===== config.mk =====
export PLATFORM = sky130hd
export DESIGN_NAME = bcd_counter_seg_mux
export DESIGN_NICKNAME = d
export VERILOG_FILES = /design/src/rtl/bcd_counter_seg_mux_pkg.sv /design/src/rtl/bcd_counter_seg_mux_seg7_decoder.sv /design/src/rtl/bcd_counter_seg_mux.sv
export SDC_FILE = /design/constraint.sdc
export NUM_CORES = 1
export LEC_CHECK = 0
export ABC_AREA = 0
export CAP_MARGIN = 30
export CORE_MARGIN = 2
export CORE_UTILIZATION = 30
export DETAILED_ROUTE_END_ITERATION = 10
export GPL_TIMING_DRIVEN = 0
export HOLD_SLACK_MARGIN = 0.05
export PLACE_DENSITY = 0.46
export SYNTH_ARGS = -nofsm -noshare
export SYNTH_HDL_FRONTEND = slang
export SYNTH_SLANG_ARGS = --single-unit

===== constraint.sdc =====
create_clock -name CLK -period 2.27 [get_ports CLK]
set_input_delay 0.3405 -clock CLK [delete_from_list [all_inputs] [get_ports CLK]]
set_output_delay 0.3405 -clock CLK [all_outputs]
set_load 0.01 [all_outputs]

===== src/rtl/bcd_counter_seg_mux_pkg.sv =====
// Shared constants and types for the BCD counter / 7-segment scan block.
// Latency: n/a (declarations only).
// Backpressure: n/a.
package bcd_counter_seg_mux_pkg;

    // One BCD digit
    typedef logic [3:0] bcd_t;

    // Segment patterns, active-high, bit order gfedcba
    localparam logic [6:0] SEG_0     = 7'h3f;
    localparam logic [6:0] SEG_1     = 7'h06;
    localparam logic [6:0] SEG_2     = 7'h5b;
    localparam logic [6:0] SEG_3     = 7'h4f;
    localparam logic [6:0] SEG_4     = 7'h66;
    localparam logic [6:0] SEG_5     = 7'h6d;
    localparam logic [6:0] SEG_6     = 7'h7d;
    localparam logic [6:0] SEG_7     = 7'h07;
    localparam logic [6:0] SEG_8     = 7'h7f;
    localparam logic [6:0] SEG_9     = 7'h6f;
    localparam logic [6:0] SEG_BLANK = 7'h00;

    // Digit-select idle value (no digit driven); sliced to the bus width
    // at the point of use, so select buses up to 64 bits are supported.
    localparam logic [63:0] SEL_IDLE = '1;

endpackage


===== src/rtl/bcd_counter_seg_mux_seg7_decoder.sv =====
// BCD digit to 7-segment pattern decoder; codes 10..15 decode to blank.
// Latency: combinational.
// Backpressure: none.
module seg7_decoder
    import bcd_counter_seg_mux_pkg::*;
(
    input  bcd_t       digit,
    output logic [6:0] seg
);

    // Table lookup of the segment pattern
    always_comb begin
        seg = SEG_BLANK;
        case (digit)
            4'd0:    seg = SEG_0;
            4'd1:    seg = SEG_1;
            4'd2:    seg = SEG_2;
            4'd3:    seg = SEG_3;
            4'd4:    seg = SEG_4;
            4'd5:    seg = SEG_5;
            4'd6:    seg = SEG_6;
            4'd7:    seg = SEG_7;
            4'd8:    seg = SEG_8;
            4'd9:    seg = SEG_9;
            default: seg = SEG_BLANK;
        endcase
    end

endmodule


===== src/rtl/bcd_counter_seg_mux.sv =====
// Multi-digit BCD up/down counter with time-multiplexed 7-segment drive; LZ_BLANK_EN enables leading-zero blanking.
// Latency: count step visible one edge after count_tick; SEG_C/SEG_SEL registered one cycle after the scan index.
// Backpressure: none; free-running, EN only freezes the count.
module bcd_counter_seg_mux
    import bcd_counter_seg_mux_pkg::*;
#(
    parameter int NUM_DIGITS = 3,
    parameter int SEL_WIDTH  = 8,
    parameter int COUNT_DIV  = 2500000,
    parameter int SCAN_DIV   = 25000
) (
    input  logic                 CLK,
    input  logic                 RESET,
    input  logic                 EN,
    input  logic                 UP,
    input  logic                 CLR,
    output logic [6:0]           SEG_C,
    output logic [SEL_WIDTH-1:0] SEG_SEL,
    output logic                 CARRY
);

    localparam int CW = $clog2(COUNT_DIV);
    localparam int SW = $clog2(SCAN_DIV);
    localparam int IW = (NUM_DIGITS > 1) ? $clog2(NUM_DIGITS) : 1;

    localparam logic [SEL_WIDTH-1:0] SEL_OFF = SEL_IDLE[SEL_WIDTH-1:0];
    localparam logic [SEL_WIDTH-1:0] SEL_RST = SEL_OFF & ~SEL_WIDTH'(1);

    logic [CW-1:0]   count_pre;
    logic [SW-1:0]   scan_pre;
    logic            count_tick;
    logic            scan_tick;
    logic            step_en;
    logic [IW-1:0]   scan_idx;
    bcd_t            digit [NUM_DIGITS];
    logic [NUM_DIGITS:0] nine_below;
    logic [NUM_DIGITS:0] zero_below;
    bcd_t            cur_digit;
    logic            blank;
    logic [6:0]      dec_seg;
    logic [SEL_WIDTH-1:0] sel_nxt;

    assign count_tick = (count_pre == CW'(COUNT_DIV - 1));
    assign scan_tick  = (scan_pre == SW'(SCAN_DIV - 1));
    assign step_en    = count_tick & EN;

    // Count prescaler: 0..COUNT_DIV-1, unaffected by CLR
    always_ff @(posedge CLK or posedge RESET) begin
        if (RESET)           count_pre <= '0;
        else if (count_tick) count_pre <= '0;
        else                 count_pre <= count_pre + 1'b1;
    end

    // Scan prescaler: 0..SCAN_DIV-1
    always_ff @(posedge CLK or posedge RESET) begin
        if (RESET)          scan_pre <= '0;
        else if (scan_tick) scan_pre <= '0;
        else                scan_pre <= scan_pre + 1'b1;
    end

    // Ripple conditions: digit i steps only when every lower digit wraps
    always_comb begin
        nine_below    = '0;
        zero_below    = '0;
        nine_below[0] = 1'b1;
        zero_below[0] = 1'b1;
        for (int i = 0; i < NUM_DIGITS; i++) begin
            nine_below[i+1] = nine_below[i] & (digit[i] == 4'd9);
            zero_below[i+1] = zero_below[i] & (digit[i] == 4'd0);
        end
    end

    // BCD digit chain
    for (genvar i = 0; i < NUM_DIGITS; i++) begin : g_digit
        bcd_t q;
        assign digit[i] = q;

        // One digit: clear wins over a step, otherwise hold
        always_ff @(posedge CLK or posedge RESET) begin
            if (RESET) begin
                q <= '0;
            end else if (CLR) begin
                q <= '0;
            end else if (step_en) begin
                if (UP) begin
                    if (nine_below[i]) q <= (q == 4'd9) ? 4'd0 : q + 4'd1;
                end else begin
                    if (zero_below[i]) q <= (q == 4'd0) ? 4'd9 : q - 4'd1;
                end
            end
        end
    end

    // Wrap pulse, aligned with the wrapped digit values
    always_ff @(posedge CLK or posedge RESET) begin
        if (RESET) CARRY <= 1'b0;
        else       CARRY <= ~CLR & step_en &
                            (UP ? nine_below[NUM_DIGITS] : zero_below[NUM_DIGITS]);
    end

    // Scan index walks 0..NUM_DIGITS-1
    always_ff @(posedge CLK or posedge RESET) begin
        if (RESET)
            scan_idx <= '0;
        else if (scan_tick)
            scan_idx <= (scan_idx == IW'(NUM_DIGITS - 1)) ? '0 : scan_idx + 1'b1;
    end

    // Select the scanned digit, its select pattern and its blanking state
    always_comb begin
        cur_digit = '0;
        sel_nxt   = SEL_OFF;
        blank     = 1'b0;
        for (int i = 0; i < NUM_DIGITS; i++) begin
            if (scan_idx == IW'(i)) begin
                cur_digit  = digit[i];
                sel_nxt[i] = 1'b0;
            end
        end
`ifdef LZ_BLANK_EN
        // Blank when this and every higher digit are zero; digit 0 always shows
        blank = (scan_idx != '0);
        for (int i = 0; i < NUM_DIGITS; i++) begin
            if (i >= int'(scan_idx) && digit[i] != 4'd0) blank = 1'b0;
        end
`else
        blank = 1'b0;
`endif
    end

    seg7_decoder u_dec (
        .digit (cur_digit),
        .seg   (dec_seg)
    );

    // Select and pattern register together so they never disagree
    always_ff @(posedge CLK or posedge RESET) begin
        if (RESET) begin
            SEG_SEL <= SEL_RST;
            SEG_C   <= SEG_0;
        end else begin
            SEG_SEL <= sel_nxt;
            SEG_C   <= blank ? SEG_BLANK : dec_seg;
        end
    end

endmodule


==> flow_summary.json <==
{
  "grt_usage_pct": 12.65,
  "seq_area_frac_synth_pct": 44.33,
  "diodes": 0,
  "post-route-drc-count": 0,
  "setup_viol": 0,
  "drtIter0Drc": 169,
  "worst-endpoint-required_ns": 2.53,
  "cp-end-kind": "register",
  "synth_ff_type": "dfrtp_1",
  "die_h_um": 112.4,
  "timing.fmax_mhz": 451.4,
  "dpl.hpwl_um": 5068,
  "postPlaceCellArea_um2": 3894,
  "cap_viol_max_count": 0,
  "cts_buffer_depth": 2,
  "area_growth_pct": 21.31,
  "vias": 2697,
  "rows": 39,
  "grt_pass1_vias": 2652,
  "synthCells": 357,
  "start_util_pct": 30.85,
  "grt_first_pass_wirelength_um": 12990,
  "final_nets": 416,
  "drive_above_1_share_pct": 16.04,
  "gp_congestion": 0.8502,
  "final_cell_mix": "dfrtp_1 (52), nor2_1 (41), o21ai_0 (21)",
  "tightest_slew_ns": 0.5575,
  "dr.pass1.iters": 4,
  "finalWorstPathRequiredPeriod_ns": 2.215,
  "grt_overflow_total": 0,
  "die_x_um": 112.4,
  "cts_buffers": 9,
  "status": "finished, final reports clean",
  "clockRootBuffer": "clkbuf_16",
  "final_common_cell": "dfrtp_1",
  "relSlewSlack_pct": 62.69,
  "ys_warn_count": 0,
  "grt_max_degree": 40,
  "crit_buf_inv": 1,
  "preCtsSetupSlack_ns": -0.4292,
  "antenna_left": 0,
  "syn_avg_cell_area_um2": 9.866,
  "ys_ff_latch": 62,
  "cts_tree": "done",
  "syn_area_um2": 3522,
  "synth_edf_count": 0,
  "wl_per_cell_um": 13.64,
  "finalMaxSlewViolations": 0,
  "hold_viol": 0,
  "hold_path_class": "in -> async",
  "io_pins": 21,
  "drt-total-wl_um": 7395,
  "clock_latency_ns": 0.33,
  "p_leak_nw": 1.784,
  "holdWs_ns": 0.3860,
  "startpoint_type": "register",
  "ys_async_sr_fraction_pct": 100.0,
  "fin_util_pct": 37.42,
  "grt_setup_unrepaired": "yes",
  "cp_cell_sequence": "or4b_4 -> nor4_4 -> buf_4 -> nand4_4 -> or3_4 -> o21ai_1",
  "path_clk_slew_ns": 0.06,
  "cts.sinks": 62,
  "core-area_um2": 11420,
  "die_area_um2": 12620,
  "io_buffers": 15,
  "antenna_found_initial": 0,
  "crit_family": "simple AND/OR/NAND/NOR gates",
  "power_mw": 2.960,
  "hold_buffers": 0,
  "fin_skew_ns": 0.01429,
  "htree_levels": 3,
  "setup_ws_ns": 0.05476,
  "vias_per_cell": 4.976,
  "vdd_drop_max_mv": 0.4915,
  "crit_slowest_cell": "or4b_4",
  "crit_type": "reg -> reg",
  "cp.arrival_ns": 2.47,
  "crit_fanout": 5,
  "period_share_pct": 97.59,
  "ys_types": 63,
  "cpPeakStageDelay_ns": 0.56,
  "final_area_um2": 4273,
  "powerDensity_nw_per_um2": 692.6
}
## power by group
part	switching, mW	total (mW)	internal, mW
Clock	0.488	1.22	0.728
Sequential	0.0773	1.26	1.18
Combinational	0.264	0.481	0.217
Total	0.829	2.96	2.13
## logic make-up (layout without fill, tap and decap cells)
logic type	Yosys count	after routing	share of synthesized area, %
AND/OR/NAND/NOR	132	132	21.03
AO/OA/AOI/OAI	70	70	12.90
flip-flops	62	62	44.33
XOR/XNOR	34	34	8.455
buffers and inverters	32	70	4.476
adder cells (fa/ha/maj)	16	16	5.684
multiplexers	10	10	3.019
other	1	5	0.1065
## worst register-to-register path, stage by stage, from the launching register on
cell and delay, ns:
dfrtp_1 0.40, or4b_4 0.56, nor4_4 0.31, buf_4 0.17, nand4_4 0.13, or3_4 0.46, o21ai_1 0.13
## sequential cells by signal, summed over array words and instances, names as in the netlist
name       cells
count_pre     22
SEG_SEL        3
CARRY          1
SEG_C          7
g_digit.q     12
scan_pre      15
scan_idx       2
## routing by layer
metal | global-route usage (%) | wire length [µm] | vias up
met5 | 0 | 0 | -
met4 | 5.122 | 97 | 0
met3 | 3.186 | 215 | 9
met2 | 19.00 | 3382 | 31
met1 | 17.51 | 3700 | 1320
li1 | - | - | 1337
## cells in the mapped netlist, drive strengths merged, types with 4 or more instances
| library cell | n | area (µm²) |
|---|---|---|
| dfrtp | 54 | 1351 |
| buf | 8 | 57.55 |
| mux2i | 8 | 80.08 |
| nand4 | 6 | 52.55 |
| clkbuf | 8 | 40.04 |
| ha | 16 | 200.2 |
| nor2 | 41 | 153.9 |
| xor2 | 14 | 122.6 |
| nand2b | 5 | 31.28 |
| nor3 | 7 | 35.03 |
| xnor2 | 20 | 175.2 |
| inv | 16 | 60.06 |
| nor4 | 6 | 65.06 |
| o32ai | 4 | 42.55 |
| nand3 | 18 | 90.09 |
| o22ai | 4 | 25.02 |
| dfstp | 8 | 210.2 |
| o2bb2ai | 5 | 43.79 |
| and3 | 8 | 52.55 |
| o21ai | 25 | 125.1 |
| a21oi | 14 | 70.07 |
| nand2 | 19 | 71.32 |
## repair_timing
item                                    4_1_cts  5_1_grt
endpoints found under the setup margin        3       12
buffers inserted                              1        6
resized for setup                             4       14
pin swaps                                     1        2
## final cells by class
type	count	area, µm²
inverter	16	60.06
tap	143	178.9
multi-input combinational	267	1883
clock buffer	11	232.7
timing repair buffer	24	229.0
clock inverter	4	25.02
fill	1173	7146
sequential	62	1564
buffer	15	100.1
## metrics by stage
stage	std cells	setup TNS, ns
3_5_place_dp	521	-1.118
2_1_floorplan	361	0
3_3_place_gp	519	-50.85
6_report	542	0
5_1_grt	542	-0.1188
4_1_cts	537	0
## final timing paths
check	startpoint	to	slack, ns	cells past startpoint
max	count_pre[19]	g_digit[1].q[0]	0.05	6
min	RESET	scan_pre[12]	0.39	2
max reg2reg	count_pre[19]	g_digit[1].q[0]	0.05	6
min reg2reg	count_pre[0]	count_pre[0]	0.48	1
max in group asynchronous	RESET	SEG_C[0]	1.22	3
min in group CLK	count_pre[0]	count_pre[0]	0.48	1
Power figures use the tool's default switching activity.
